<file path="config.mk">
export PLATFORM = sky130hd
export DESIGN_NAME = accel_seq_multi
export DESIGN_NICKNAME = d
export VERILOG_FILES = /design/src/rtl/accel_seq_pkg.sv /design/src/rtl/seq_spi_txn.sv /design/src/rtl/accel_seq_multi.sv
export SDC_FILE = /design/constraint.sdc
export NUM_CORES = 1
export LEC_CHECK = 0
export CORE_ASPECT_RATIO = 0.9
export CORE_MARGIN = 4
export CORE_UTILIZATION = 40
export CTS_CLUSTER_SIZE = 25
export DETAILED_ROUTE_END_ITERATION = 10
export GPL_TIMING_DRIVEN = 1
export PLACE_DENSITY = 0.69
export SETUP_SLACK_MARGIN = 0.3
export SYNTH_ARGS = -nofsm -noshare
export SYNTH_HDL_FRONTEND = slang
export SYNTH_SLANG_ARGS = --single-unit
export TNS_END_PERCENT = 100
</file>
<file path="constraint.sdc">
create_clock -name clk_in -period 2.7 [get_ports clk_in]
set_input_delay 0.54 -clock clk_in [delete_from_list [all_inputs] [get_ports clk_in]]
set_output_delay 0.54 -clock clk_in [all_outputs]
set_load 0.01 [all_outputs]
</file>
<file path="src/rtl/accel_seq_pkg.sv">
// Shared types and constants for the multi-axis accelerometer sequencer.
// Holds the FSM state enum, register map, SPI flags, error codes, LED helper.
package accel_seq_pkg;

  typedef enum logic [3:0] {
    ST_WHOAMI_REQ,
    ST_WHOAMI_WAIT,
    ST_INIT_REQ,
    ST_INIT_WAIT,
    ST_POLL_WAIT,
    ST_READ_REQ,
    ST_READ_WAIT,
    ST_EMIT,
    ST_HALT
  } state_e;

  localparam logic [7:0] REG_WHO_AM_I = 8'h0F;
  localparam logic [7:0] REG_CTRL1    = 8'h20;
  localparam logic [7:0] REG_TEMP_CFG = 8'h1F;
  localparam logic [7:0] REG_CTRL4    = 8'h23;
  localparam logic [7:0] REG_OUT_X_L  = 8'h28;

  localparam logic [7:0] FLAG_READ    = 8'h80;
  localparam logic [7:0] FLAG_AUTOINC = 8'h40;

  localparam logic [1:0] ERR_NONE    = 2'd0;
  localparam logic [1:0] ERR_WHOAMI  = 2'd1;
  localparam logic [1:0] ERR_TIMEOUT = 2'd2;

  localparam logic [5:0] NBITS_16 = 6'd15;
  localparam logic [5:0] NBITS_24 = 6'd23;

  // Offset-binary top three bits of the high byte pick the lit LED.
  function automatic logic [7:0] led_bar(input logic [7:0] h);
    logic [7:0] s;
    s = h + 8'h80;
    return 8'h01 << s[7:5];
  endfunction

endpackage

</file>
<file path="src/rtl/seq_spi_txn.sv">
// One SPI request/ready handshake with a per-phase timeout counter.
// Ports: start_i/wait_i phase flags, spi_ready_i/miso in; request, accepted, done, timeout, rdata out.
module seq_spi_txn
  import accel_seq_pkg::*;
#(
  parameter int TIMEOUT_CYCLES = 4096
) (
  input  logic        clk_i,
  input  logic        rst_i,
  input  logic        start_i,
  input  logic        wait_i,
  input  logic        spi_ready_i,
  input  logic [31:0] spi_miso_data_i,
  output logic        spi_request_o,
  output logic        accepted_o,
  output logic        done_o,
  output logic        timeout_o,
  output logic [31:0] rdata_o
);

  localparam int CW = $clog2(TIMEOUT_CYCLES + 1);

  logic [CW-1:0] cnt_q, cnt_d;
  logic          req_q, req_d;
  logic          active;
  logic          limit;

  assign active     = start_i | wait_i;
  // Ready low only counts once our own request is on the wire.
  assign accepted_o = start_i & req_q & ~spi_ready_i;
  assign done_o     = wait_i & spi_ready_i;
  assign limit      = cnt_q >= CW'(TIMEOUT_CYCLES - 1);
  assign timeout_o  = active & limit & ~accepted_o & ~done_o;
  assign rdata_o    = spi_miso_data_i;

  assign spi_request_o = req_q;

  always_comb begin
    req_d = start_i & ~accepted_o & ~timeout_o;
    cnt_d = cnt_q + CW'(1);
    // Any phase change reloads the counter.
    if (!active || accepted_o || done_o) begin
      cnt_d = '0;
    end
  end

  always_ff @(posedge clk_i) begin
    if (rst_i) begin
      req_q <= 1'b0;
      cnt_q <= '0;
    end else begin
      req_q <= req_d;
      cnt_q <= cnt_d;
    end
  end

endmodule

</file>
<file path="src/rtl/accel_seq_multi.sv">
// Accelerometer sequencer: WHO_AM_I check, init writes, paced multi-axis reads.
// Ports: clk_in/rst/enable; SPI master mosi/miso/nbits/request/ready; sample, status, LED outputs.
module accel_seq_multi
  import accel_seq_pkg::*;
#(
  parameter int         NUM_AXES       = 3,
  parameter int         SAMPLE_W       = 16,
  parameter logic [7:0] WHOAMI_VAL     = 8'h33,
  parameter int         WHOAMI_RETRIES = 4,
  parameter logic [3:0] ODR            = 4'h7,
  parameter int         TEMP_EN        = 1,
  parameter int         POLL_CYCLES    = 1000,
  parameter int         TIMEOUT_CYCLES = 4096,
  parameter int         LED_AXIS       = 0
) (
  input  logic                clk_in,
  input  logic                rst,
  input  logic                enable,
  output logic [31:0]         spi_mosi_data,
  input  logic [31:0]         spi_miso_data,
  output logic [5:0]          spi_nbits,
  output logic                spi_request,
  input  logic                spi_ready,
  output logic                sample_valid,
  output logic [1:0]          sample_axis,
  output logic [SAMPLE_W-1:0] sample_data,
  output logic                busy,
  output logic                err,
  output logic [1:0]          err_code,
  output logic [7:0]          led_out
);

  localparam int AW = $clog2(WHOAMI_RETRIES + 1);
  localparam int PW = $clog2(POLL_CYCLES + 2);

  localparam logic [2:0] AXIS_EN = {
    (NUM_AXES > 2), (NUM_AXES > 1), (NUM_AXES > 0)
  };
  localparam logic [7:0] TEMP_BYTE = (TEMP_EN != 0) ? 8'hC0 : 8'h00;

  state_e              state_q, state_d;
  logic [AW-1:0]       att_q, att_d;
  logic [1:0]          idx_q, idx_d;
  logic [1:0]          axis_q, axis_d;
  logic [PW-1:0]       poll_q, poll_d;
  logic                err_q, err_d;
  logic [1:0]          code_q, code_d;
  logic [1:0]          saxis_q, saxis_d;
  logic [SAMPLE_W-1:0] sdata_q, sdata_d;
  logic [7:0]          led_q, led_d;
  logic [31:0]         mosi_q, mosi_d;
  logic [5:0]          nbits_q, nbits_d;

  logic        txn_start, txn_wait;
  logic        txn_acc, txn_done, txn_tmo;
  logic [31:0] txn_rdata;
  logic [15:0] init_word;
  logic [7:0]  rd_addr;
  logic [SAMPLE_W-1:0] smp_c;
  logic        unused_rdata;

  assign txn_start = state_q inside {ST_WHOAMI_REQ, ST_INIT_REQ, ST_READ_REQ};
  assign txn_wait  = state_q inside {ST_WHOAMI_WAIT, ST_INIT_WAIT, ST_READ_WAIT};

  seq_spi_txn #(
    .TIMEOUT_CYCLES(TIMEOUT_CYCLES)
  ) u_txn (
    .clk_i          (clk_in),
    .rst_i          (rst),
    .start_i        (txn_start),
    .wait_i         (txn_wait),
    .spi_ready_i    (spi_ready),
    .spi_miso_data_i(spi_miso_data),
    .spi_request_o  (spi_request),
    .accepted_o     (txn_acc),
    .done_o         (txn_done),
    .timeout_o      (txn_tmo),
    .rdata_o        (txn_rdata)
  );

  // miso[15:8] is OUT_L, miso[7:0] is OUT_H.
  if (SAMPLE_W == 16) begin : g_w16
    assign smp_c = {txn_rdata[7:0], txn_rdata[15:8]};
  end else begin : g_w8
    assign smp_c = txn_rdata[7:0];
  end

  assign unused_rdata = ^txn_rdata[31:8];

  always_comb begin
    unique case (idx_q)
      2'd0:    init_word = {REG_CTRL1, ODR, 1'b0, AXIS_EN};
      2'd1:    init_word = {REG_TEMP_CFG, TEMP_BYTE};
      default: init_word = {REG_CTRL4, 8'h88};
    endcase
  end

  assign rd_addr = FLAG_READ | FLAG_AUTOINC |
                   (REG_OUT_X_L + {5'd0, axis_q, 1'b0});

  always_comb begin
    state_d = state_q;
    att_d   = att_q;
    idx_d   = idx_q;
    axis_d  = axis_q;
    poll_d  = poll_q;
    err_d   = err_q;
    code_d  = code_q;
    saxis_d = saxis_q;
    sdata_d = sdata_q;
    led_d   = led_q;
    mosi_d  = mosi_q;
    nbits_d = nbits_q;
    unique case (state_q)
      ST_WHOAMI_REQ: begin
        mosi_d  = {16'h0, FLAG_READ | REG_WHO_AM_I, 8'h00};
        nbits_d = NBITS_16;
        if (txn_acc) state_d = ST_WHOAMI_WAIT;
      end
      ST_WHOAMI_WAIT: begin
        if (txn_done) begin
          if (txn_rdata[7:0] == WHOAMI_VAL) begin
            idx_d   = 2'd0;
            state_d = ST_INIT_REQ;
          end else if (att_q == AW'(WHOAMI_RETRIES - 1)) begin
            err_d   = 1'b1;
            code_d  = ERR_WHOAMI;
            state_d = ST_HALT;
          end else begin
            att_d   = att_q + AW'(1);
            state_d = ST_WHOAMI_REQ;
          end
        end
      end
      ST_INIT_REQ: begin
        mosi_d  = {16'h0, init_word};
        nbits_d = NBITS_16;
        if (txn_acc) state_d = ST_INIT_WAIT;
      end
      ST_INIT_WAIT: begin
        if (txn_done) begin
          if (idx_q == 2'd2) begin
            poll_d  = '0;
            state_d = ST_POLL_WAIT;
          end else begin
            idx_d   = idx_q + 2'd1;
            state_d = ST_INIT_REQ;
          end
        end
      end
      ST_POLL_WAIT: begin
        if (poll_q != PW'(POLL_CYCLES)) begin
          poll_d = poll_q + PW'(1);
        end else if (enable) begin
          axis_d  = 2'd0;
          state_d = ST_READ_REQ;
        end
      end
      ST_READ_REQ: begin
        mosi_d  = {8'h00, rd_addr, 16'h0000};
        nbits_d = NBITS_24;
        if (txn_acc) state_d = ST_READ_WAIT;
      end
      ST_READ_WAIT: begin
        // Load the sample registers so they show up during EMIT.
        if (txn_done) begin
          saxis_d = axis_q;
          sdata_d = smp_c;
          if (axis_q == 2'(LED_AXIS)) led_d = led_bar(txn_rdata[7:0]);
          state_d = ST_EMIT;
        end
      end
      ST_EMIT: begin
        if (axis_q < 2'(NUM_AXES - 1)) begin
          axis_d  = axis_q + 2'd1;
          state_d = ST_READ_REQ;
        end else begin
          poll_d  = '0;
          state_d = ST_POLL_WAIT;
        end
      end
      ST_HALT: begin
      end
      default: state_d = ST_HALT;
    endcase
    if (txn_tmo) begin
      err_d   = 1'b1;
      code_d  = ERR_TIMEOUT;
      state_d = ST_HALT;
    end
  end

  always_ff @(posedge clk_in) begin
    if (rst) begin
      state_q <= ST_WHOAMI_REQ;
      att_q   <= '0;
      idx_q   <= 2'd0;
      axis_q  <= 2'd0;
      poll_q  <= '0;
      err_q   <= 1'b0;
      code_q  <= ERR_NONE;
      saxis_q <= 2'd0;
      sdata_q <= '0;
      led_q   <= 8'hFF;
      mosi_q  <= 32'h0;
      nbits_q <= 6'd0;
    end else begin
      state_q <= state_d;
      att_q   <= att_d;
      idx_q   <= idx_d;
      axis_q  <= axis_d;
      poll_q  <= poll_d;
      err_q   <= err_d;
      code_q  <= code_d;
      saxis_q <= saxis_d;
      sdata_q <= sdata_d;
      led_q   <= led_d;
      mosi_q  <= mosi_d;
      nbits_q <= nbits_d;
    end
  end

  assign spi_mosi_data = mosi_q;
  assign spi_nbits     = nbits_q;
  assign sample_valid  = (state_q == ST_EMIT);
  assign sample_axis   = saxis_q;
  assign sample_data   = sdata_q;
  assign busy          = !(state_q inside {ST_POLL_WAIT, ST_HALT});
  assign err           = err_q;
  assign err_code      = code_q;
  assign led_out       = led_q;

endmodule

</file>
==> results of run 1 <==
[flip-flops by register name, summed over array words and instances, names as in the netlist]
register and flops:
sample_data 16, u_txn.cnt_q 13, spi_mosi_data 12, poll_q 10
led_out 8, state_q 4, att_q 3, spi_nbits 3
axis_q 2, err_code 2, idx_q 2, sample_axis 2
err 1, u_txn.spi_request_o 1
[power groups by stage]
stage,clock [mW],combinational [mW],sequential (mW)
after CTS,1.19,0.349,1.24
after global routing,1.24,0.382,1.25
final,1.16,0.347,1.24
after floorplan,0,0.262,1.25
after global placement,0,0.338,1.26
after detailed placement,0,0.346,1.26
[how the worst max path moves through the flow]
stage                            start                   endpoint  slack [ps]  cells after the start
6_report       state_q[3]$_SDFFE_PP0P_                       busy         380                      3
3_3_place_gp                 spi_ready  u_txn.cnt_q[8]$_SDFF_PP0_         290                      7
2_1_floorplan   poll_q[0]$_SDFFE_PP0P_     poll_q[0]$_SDFFE_PP0P_         960                      8
5_1_grt        state_q[0]$_SDFFE_PP0P_               sample_valid         310                      5
3_5_place_dp                 spi_ready     poll_q[5]$_SDFFE_PP0P_         250                      5
4_1_cts        state_q[0]$_SDFFE_PP0P_               sample_valid         310                      5
[placed cells by master, fill, tap and decap left out, types with 10 or more instances in the layout]
cell,count
nand2_1,63
nand3_1,16
dfxtp_1,77
conb_1,12
a21oi_1,44
clkdlybuf4s50_1,76
inv_1,18
ha_1,10
nor2_1,33
buf_4,10
[kinds of logic after synthesis]
logic type,Yosys count
DFF,79
other,1
buffers and inverters,64
adders and majority gates,10
muxes,4
and+or+nand+nor,179
xor gates and xnor gates,13
AOI/OAI and AO/OA,92
[layer usage]
layer	up-vias	track usage [%]
met4	0	4.07
met2	90	25.4
met5	-	0
met3	10	4.50
li1	1614	-
met1	1509	19.0
[timing repair]
| action | 4_1_cts | 5_1_grt |
|---|---|---|
| gates resized for setup | 2 | 2 |
| cloned | 0 | 0 |
| buffers inserted | 0 | 0 |
| setup endpoints to repair | 2 | 2 |
[worst max-delay path: stages (launching register included)]
cell,delay [ps]
dfxtp_2,450
nor2b_1,140
o21ai_1,250
clkdlybuf4s50_1,580
[layout make-up]
| class | count | area, um2 | area share [%] |
|---|---|---|---|
| multi-input cells | 310 | 1890 | 39.4 |
| repair buffers | 87 | 841 | 17.5 |
| well taps | 122 | 153 | 3.18 |
| flip-flops and latches | 79 | 1580 | 33.0 |
| clock buffers | 10 | 128 | 2.65 |
| clock inverters | 6 | 140 | 2.92 |
| inverters | 18 | 67.6 | 1.41 |
==> results by group, run 1 <==
Clock tree
  – Cts bufs inserted: 9
  – Clock root cell: clkbuf_8
  – Cts hold-fix bufs: 0
  – H-tree depth: 3
  – Clk sink count: 79
  – Clock transition at the registers of the reported paths: 80 ps
  – Worst skew pair latency: roughly 350 ps
  – CTS tree: done
  – Clock Tree Buf Depth: 2

Yosys
  – Post-synth top cells: 79 x dfxtp_1, 63 x nand2_1, 44 x a21oi_1, 34 x nor2_1, 25 x buf_4
  – Post-Syn Area: 3810 um2
  – Post-synth top flop: dfxtp_1
  – Area contributors post-synth: dfxtp_1 42%, nand2_1 6.2%, a21oi_1 5.8%
  – Synth Register Bits: 79
  – Main combinational cell family by area after synthesis: simple AND/OR/NAND/NOR gates
  – Post-synthesis adder-cell area fraction: about 3.3%
  – Post-synth EDFFs: 0
  – Synth cell types: 62
  – Post-synthesis compound-gate area fraction: 15.6%
  – Count leader, synth: dfxtp_1
  – FFs w/ async S/R, synth: 0%
  – Simple-gate share of the synthesized area: 25.5%
  – Synthesized-area fraction occupied by xor and xnor cells: 2.99%
  – Synth top area share: around two fifths
  – Area leader, netlist: dfxtp_1
  – Seq/Total Area, Yosys: 41.5%
  – Post-synthesis area per instance: 8.61 um2
  – Ys Warns: 0
  – Post-Synthesis Cells: between 400 and 500
  – Mux cell area share after synthesis: 1.05%

Worst setup path
  – Worst EP arrival: 1780 ps
  – Worst Reg2Reg Path Length in Cells: 6
  – RR Startpoint: idx_q[0]$_SDFFE_PP0P_
  – Worst setup path class: flip-flop to output port
  – Worst-path fanout max: 11
  – R2R Setup Slk: about 740 ps
  – CP Capture Type: output port
  – Crit path launch type: flip-flop
  – Worst R2R End: poll_q[5]$_SDFFE_PP0P_
  – Critical Path RT: 2160 ps

Finish
  – Final Util: 52.2%
  – Post-layout net count: 551
  – Layout fillers: 887
  – Area delta synth->final: 26.3%
  – Fin cells: 632
  – ANT cells: 0
  – Layout cells sized above 1: between 10% and 20%
  – Cell area after layout: 4810 um2

Floorplan
  – Cell Rows: 33
  – Core area: between 9000 and 10000 um2
  – Initial Util: 41.4%
  – Die width: 111 um
  – Die Ht: 101 um
  – Boundary Pins: 106
  – Die area: 11100 um2

Detailed routing
  – Metal3 WL: 509 um
  – WL met2: 3920 um
  – WL per Instance: approximately 13 um
  – DR pass1 iterations: 4
  – ANT nets after route: 0
  – DRT iter0 DRCs: between 200 and 250
  – DRC Markers: 0
  – Top Layer Used: met4
  – Final wirelength: 8380 um
  – Vias post-DR: 3223
  – M1 wire length: around 3800 um
  – Vias per cell: 5.10

Job
  – Max Cap Violations: 0

STA
  – Worst Skew: 7.06 ps
  – Final slew viol count: 0
  – Max Fclk: 0.430 GHz
  – Fin crit share: 86.0%
  – Slew @ Worst Pin: about 610 ps
  – Setup repair after global routing missed its margin: false
  – Fin Hold WS: 454 ps
  – Setup TNS Final: 0 ps
  – Relative slew margins: about three fifths
  – Final WS setup: 377 ps
  – Final setup vio count: 0
  – Crit path time final: between 2000 and 2500 ps
  – Final hold viol count: 0

Global route
  – Largest net degree at the start of global routing: 25
  – Initial antenna violation count: 0
  – Number of global-route vias before repair: 3084
  – Grt ovf: 0
  – First-pass GRT wire length: 14100 um
  – Total track usage: between 10% and 20%

Power
  – Pwr/cell area: 570 nW/um2
  – Sw Share: 24.5%
  – Cell internal pwr: 2.07 mW
  – Tot Pwr: around 2.7 mW
  – Clock power frac: 42.2%
  – Worst vdd ir: 0.336 mV
  – Flop pwr share: 45.2%
  – Psw: around 0.67 mW
  – Comb pwr share: around 13%
  – Leak: 1.69 nW

Hold path
  – Worst hold start: sample_data[5]$_SDFFE_PP0P_
  – Hold path cells: 2
  – WHS Endpoint: sample_data[5]$_SDFFE_PP0P_
  – HP Class: flip-flop to flip-flop

Placed design
  – Post-DP Area: 4530 um2
  – HPWL Detailed: 6180 um
  – GP Congestion: 0.800
  – Dpl cells: 616
  – Port Buf Inserts: 77
  – Pre-CTS setup slack: 252 ps

Run status
  – Status: finished clean
Note: power is estimated with default switching activity, not from simulation.
==> inputs of run 2 (changes only) <==
Settings changed: ABC_CLOCK_PERIOD_IN_PS from default to 2300.
Clock period 2.7 ns to 2.3 ns, I/O delays scaled along.
==> run 2 against run 1 <==
  * Cell area up 1.6%
  * Wire length down 1.1%
  * Combinational power up 22%
  * Critical path type is now flip-flop to flip-flop
  * Largest cell class unchanged
  * Highest routed layer unchanged
==> results by group, run 2 (synthesized netlist as in run 1, its figures left out) <==
Global route
  – Number of global-route vias before repair: 2955 (-4.2%)
  – Largest net degree at the start of global routing: 23 (-8.0%)
  – Initial antenna violation count: 0 (unchanged)
  – First-pass GRT wire length: 13600 um (-3.7%)
  – Total track usage: 14.6% (-0.42 points)
  – Grt ovf: 0 (unchanged)

Floorplan
  – Die area: 11100 um2 (unchanged)
  – Initial Util: 41.4% (unchanged)
  – Core area: 9210 um2 (unchanged)
  – Die width: 111 um (unchanged)
  – Boundary Pins: 106 (unchanged)
  – Cell Rows: 33 (unchanged)
  – Die Ht: 101 um (unchanged)

Finish
  – Area delta synth->final: 28.3%
  – Largest register FFs: 16 (unchanged)
  – Commonest non-fill, non-tap cell in the layout: dfxtp_1
  – Layout cells sized above 1: 13.9% (+2.9 points)
  – Commonest non-fill, non-tap cells in the layout: 75 x dfxtp_1, 73 x clkdlybuf4s50_1, 63 x nand2_1
  – Post-layout net count: 566 (+2.7%)
  – Layout fillers: 861 (-2.9%)
  – ANT cells: 0 (unchanged)

Detailed routing
  – Vias post-DR: 3223 (unchanged)
  – ANT nets after route: 0 (unchanged)
  – WL per Instance: 12.8 um (-3.4%)
  – Vias per cell: 4.98 (-2.3%)
  – DR pass1 iterations: 4 (unchanged)
  – DRC Markers: 0 (unchanged)
  – Final wirelength: 8290 um (-1.1%)
  – DRT iter0 DRCs: 113 (-46%)

Placed design
  – HPWL Detailed: 6200 um (+0.46%)
  – Port Buf Inserts: 77 (unchanged)
  – GP Congestion: 0.799 (about the same)

STA
  – Final hold viol count: 0 (unchanged)
  – Setup repair after global routing missed its margin: true
  – Final slew viol count: 0 (unchanged)
  – Fin crit share: 83.3%
  – Max Fclk: ~0.52 GHz
  – Setup TNS Final: 0 ps (unchanged)
  – Crit path time final: 1920 ps
  – Final setup vio count: 0 (unchanged)
  – Worst Skew: 7.93 ps (+0.863 ps)

Power
  – Comb pwr share: 14.1% (+1.5 points)
  – Clock power frac: 37.6% (-4.6 points)
  – Leak: 1.75 nW (+3.6%)
  – Worst vdd ir: 0.324 mV (-3.4%)
  – Psw: 0.781 mW (+16%)
  – Cell internal pwr: 2.22 mW (+7.2%)
  – Pwr/cell area: 614 nW/um2 (+7.6%)
  – Tot Pwr: 3.00 mW (+9.4%)
  – Sw Share: 26.1% (+1.5 points)
  – Flop pwr share: 48.3% (+3.1 points)

Worst setup path
  – Critical Path RT: 2580 ps (+420 ps)
  – Crit path launch type: flip-flop
  – Worst setup path class: flip-flop to flip-flop
  – Worst-path fanout max: 7 (-4)
  – CP Capture Type: flip-flop
  – Worst EP arrival: 2190 ps (+410 ps)

Clock tree
  – Clock transition at the registers of the reported paths: 80 ps (about the same)
  – Clk sink count: 79 (unchanged)
  – CTS tree: done
  – Worst skew pair latency: 350 ps (about the same)
  – Cts bufs inserted: 9 (unchanged)
  – Clock Tree Buf Depth: 2 (unchanged)
  – Clock root cell: clkbuf_8
  – H-tree depth: 3 (unchanged)

Hold path
  – HP Class: flip-flop to flip-flop

Run status
  – Status: finished clean

Job
  – Max Cap Violations: 0 (unchanged)
[run 2: final cells by class]
type                            count  area, um2  share of cell area, %
Multi-Input combinational cell    310       1890                   38.8
Inverter                           18       67.6                   1.38
Clock inverter                      6       93.8                   1.92
Clock buffer                       10        128                   2.61
Sequential cell                    79       1590                   32.5
Timing Repair Buffer              102        961                   19.7
Tap cell                          122        153                   3.12
[run 2: worst max-delay path, cell delays in order (launching register included)]
cell	delay (ps)
dfxtp_2	340
inv_1	80
ha_1	150
nand4_1	150
or4b_4	520
o211ai_4	140
buf_6	160
buf_4	110
o21ai_1	60
a21oi_1	130
[run 2: final timing paths]
path | slack (ps) | start | depth (start not counted) | endpoint
max reg2reg | 380 | poll_q[0]$_SDFFE_PP0P_ | 9 | poll_q[3]$_SDFFE_PP0P_
min | 460 | sample_axis[0]$_SDFFE_PP0P_ | 2 | sample_axis[0]$_SDFFE_PP0P_
max | 380 | poll_q[0]$_SDFFE_PP0P_ | 9 | poll_q[3]$_SDFFE_PP0P_
min reg2reg | 460 | sample_axis[0]$_SDFFE_PP0P_ | 2 | sample_axis[0]$_SDFFE_PP0P_
[run 2: through the flow]
step	instances	setup slack (ps)	area (um2)	utilization [%]	hold WS [ps]
3_3_place_gp	628	62.0	4620	50.2	442
2_1_floorplan	453	555	3850	-	451
3_5_place_dp	628	26.6	4620	50.2	447
6_report	647	385	4890	53.1	457
5_1_grt	647	265	4890	53.1	477
4_1_cts	644	314	4860	52.8	458
[run 2: layer usage]
layer | routed length (um) | part of all wire (%) | track usage, %
met1 | 3980 | 48 | 19.1
met5 | 0 | 0 | 0
met3 | 510 | 6.2 | 4.68
met4 | 78 | 0.94 | 3.41
met2 | 3720 | 45 | 23.8
[run 2: repair_timing]
action / 4_1_cts / 5_1_grt
buffers inserted: 0 / 3
pin swaps: 0 / 2
endpoints found under the setup margin: 5 / 13
hold buffers: 0 / 0
gates resized for setup: 9 / 3
[run 2: power groups by stage]
stage / logic [mW] / registers, mW / clock network, mW
2_1_floorplan: 0.308 / 1.47 / 0
3_3_place_gp: 0.413 / 1.48 / 0
3_5_place_dp: 0.421 / 1.48 / 0
4_1_cts: 0.423 / 1.45 / 1.16
5_1_grt: 0.464 / 1.45 / 1.21
6_report: 0.424 / 1.45 / 1.13
==> inputs of run 3 (changes only) <==
Settings changed: ABC_CLOCK_PERIOD_IN_PS 2300 to 1700, PLACE_DENSITY 0.69 to 0.71.
Clock period 2.3 ns to 1.7 ns, I/O delays scaled along.
==> run 3 against run 2 <==
  * The run now ends with setup timing left
  * Clock skew increased by 5.2 ps
  * Largest cell class unchanged
  * Via count increased by 15%
  * Die area did not move
  * Highest routed layer unchanged
  * First-iteration DRC count up 56%
  * Clock power increased by 37%
  * Non-clock buffer count up 67
  * Critical endpoint is now poll_q[0]$_SDFFE_PP0P_
  * Wire length grew 39%
  * Sequential cell count is the same
  * Maximum frequency up 8.5%
  * Largest power group unchanged
==> results by group, run 3 (synthesized netlist as in run 1, its figures left out) <==
Detailed routing
  – DRC Markers: 0 (unchanged)
  – ANT nets after route: 0 (unchanged)
  – Vias per cell: 5.19 (+4.2%)
  – Vias post-DR: 3712 (+15%)
  – DRT iter0 DRCs: 176 (+56%)
  – WL met2: 6000 um (+62%)
  – Final wirelength: 11500 um (+39%)
  – Top Layer Used: met4
  – DR pass1 iterations: 4 (unchanged)
  – Metal3 WL: 706 um (+38%)
  – M1 wire length: 4540 um (+14%)
  – WL per Instance: 16.1 um (+26%)

Finish
  – Fin cells: 715 (+11%)
  – Post-layout net count: 635 (+12%)
  – Layout cells sized above 1: 44.5% (+31 points)
  – Largest register FFs: 16 (unchanged)
  – Final Util: 68.3% (+15 points)
  – Commonest non-fill, non-tap cells in the layout: 64 x dfxtp_1, 57 x buf_4, 56 x dlygate4sd2_1
  – ANT cells: 0 (unchanged)
  – Area delta synth->final: 65.1%
  – Layout fillers: 657 (-24%)
  – Commonest non-fill, non-tap cell in the layout: dfxtp_1

Worst setup path
  – Worst Reg2Reg Path Length in Cells: 9 (unchanged)
  – Critical Path RT: 1940 ps (-640 ps)
  – CP Capture Type: flip-flop
  – Worst R2R End: poll_q[0]$_SDFFE_PP0P_
  – Worst EP arrival: 2000 ps (-190 ps)
  – R2R Setup Slk: -60 ps (-450 ps)
  – Crit-path cells: inv_2, ha_4, nand4_1, or4b_4, o211ai_4, buf_12, buf_6, xnor2_2, nor2_1
  – Slowest cell on crit path: or4b_4
  – Critical Path Max Stage Delay: 520 ps (about the same)
  – RR Startpoint: poll_q[1]$_SDFFE_PP0P_
  – Worst setup path class: flip-flop to flip-flop
  – Worst-path fanout max: 8 (+1)
  – Crit path launch type: flip-flop

STA
  – Setup repair after global routing missed its margin: true
  – Final hold viol count: 0 (unchanged)
  – Final slew viol count: 0 (unchanged)
  – Fin crit share: 104% (+21 points)
  – Final WS setup: -64.7 ps (-449 ps)
  – Final setup vio count: 9 (+9)
  – Max Fclk: 0.567 GHz (+8.5%)
  – Crit path time final: 1760 ps (-151 ps)
  – Worst Skew: 13.2 ps (+5.23 ps)
  – Relative slew margins: between 60% and 70%
  – Slew @ Worst Pin: 512 ps

Global route
  – First-pass GRT wire length: 16700 um (+23%)
  – Grt ovf: 0 (unchanged)
  – Initial antenna violation count: 0 (unchanged)
  – Total track usage: 18.1% (+3.5 points)
  – Largest net degree at the start of global routing: 38 (+65%)
  – Number of global-route vias before repair: 3646 (+23%)

Hold path
  – HP Class: input pin to flip-flop
  – Hold path cells: 2 (unchanged)
  – Worst hold start: rst
  – WHS Endpoint: state_q[2]$_SDFFE_PP0P_

Floorplan
  – Die Ht: 101 um (unchanged)
  – Cell Rows: 33 (unchanged)
  – Boundary Pins: 106 (unchanged)
  – Core area: 9210 um2 (unchanged)
  – Initial Util: 41.4% (unchanged)
  – Die width: 111 um (unchanged)
  – Die area: 11100 um2 (unchanged)

Clock tree
  – H-tree depth: 3 (unchanged)
  – Clock Tree Buf Depth: 2 (unchanged)
  – Worst skew pair latency: 360 ps (about the same)
  – Clk sink count: 79 (unchanged)
  – Clock root cell: clkbuf_8
  – Clock transition at the registers of the reported paths: 80 ps (about the same)
  – CTS tree: done
  – Cts bufs inserted: 9 (unchanged)

Run status
  – Failing checks: setup timing
  – Status: finished, violations left

Job
  – Max Cap Violations: 0 (unchanged)

Power
  – Worst vdd ir: 0.492 mV (+52%)
  – Pwr/cell area: 721 nW/um2 (+18%)
  – Leak: 2.56 nW (+46%)
  – Tot Pwr: 4.53 mW (+51%)

Placed design
  – GP Congestion: 0.871 (+8.9%)
  – Port Buf Inserts: 77 (unchanged)
  – Dpl cells: 667 (+6.2%)
  – HPWL Detailed: 6660 um (+7.3%)
[run 3: worst max-delay path by stage]
stage / startpoint / endpoint / slack (ps)
2_1_floorplan: poll_q[0]$_SDFFE_PP0P_ / poll_q[0]$_SDFFE_PP0P_ / -5
3_3_place_gp: spi_ready / u_txn.cnt_q[5]$_SDFF_PP0_ / -320
3_5_place_dp: spi_ready / u_txn.cnt_q[9]$_SDFF_PP0_ / -360
4_1_cts: poll_q[1]$_SDFFE_PP0P_ / poll_q[0]$_SDFFE_PP0P_ / -60
5_1_grt: poll_q[0]$_SDFFE_PP0P_ / poll_q[0]$_SDFFE_PP0P_ / -150
6_report: poll_q[1]$_SDFFE_PP0P_ / poll_q[0]$_SDFFE_PP0P_ / -60
[run 3: area by class of cell]
| cell class | count | area (um2) | area share [%] |
|---|---|---|---|
| clock buffers | 10 | 138 | 2.19 |
| clock inverters | 5 | 81.3 | 1.29 |
| inverters | 18 | 67.6 | 1.08 |
| multi-input cells | 312 | 2630 | 41.8 |
| flip-flops and latches | 79 | 1610 | 25.6 |
| well taps | 122 | 153 | 2.43 |
| repair buffers | 169 | 1610 | 25.6 |
[run 3: metrics by stage]
stage	setup TNS [ps]	setup WS (ps)	instance area, um2	hold WS [ps]
CTS	-235	-61.0	5720	295
global placement	-12890	-319	4990	441
detailed placement	-15140	-359	4990	447
global route	-1150	-147	6280	294
finish	-303	-64.7	6280	307
floorplan	-5.32	-5.32	3910	423
[run 3: report_power, final]
group / switching (mW) / internal [mW]
combinational: 0.527 / 0.494
clock: 0.690 / 0.862
sequential: 0.0538 / 1.91
[run 3: critical path: cells and delay by family (launching register included)]
| family | cells | cell delay [ps] |
|---|---|---|
| AND/OR/NAND/NOR | 3 | 670 |
| flip-flops | 1 | 330 |
| buffers and inverters | 3 | 330 |
| adder cells (fa/ha/maj) | 1 | 120 |
| AO/OA/AOI/OAI | 1 | 120 |
| XOR/XNOR | 1 | 90 |
[run 3: layer usage]
layer	up-vias	GRT usage, %
li1	1784	-
met1	1772	20.7
met2	134	32.6
met3	22	5.10
met4	0	6.53
met5	-	0
[run 3: what timing repair did]
item                       CTS  global route
setup buffers               16            12
pin swaps                   35            57
gates cloned                 4             1
setup endpoints to repair  134            77
hold buffers                 0             0
gates resized for setup    165           115
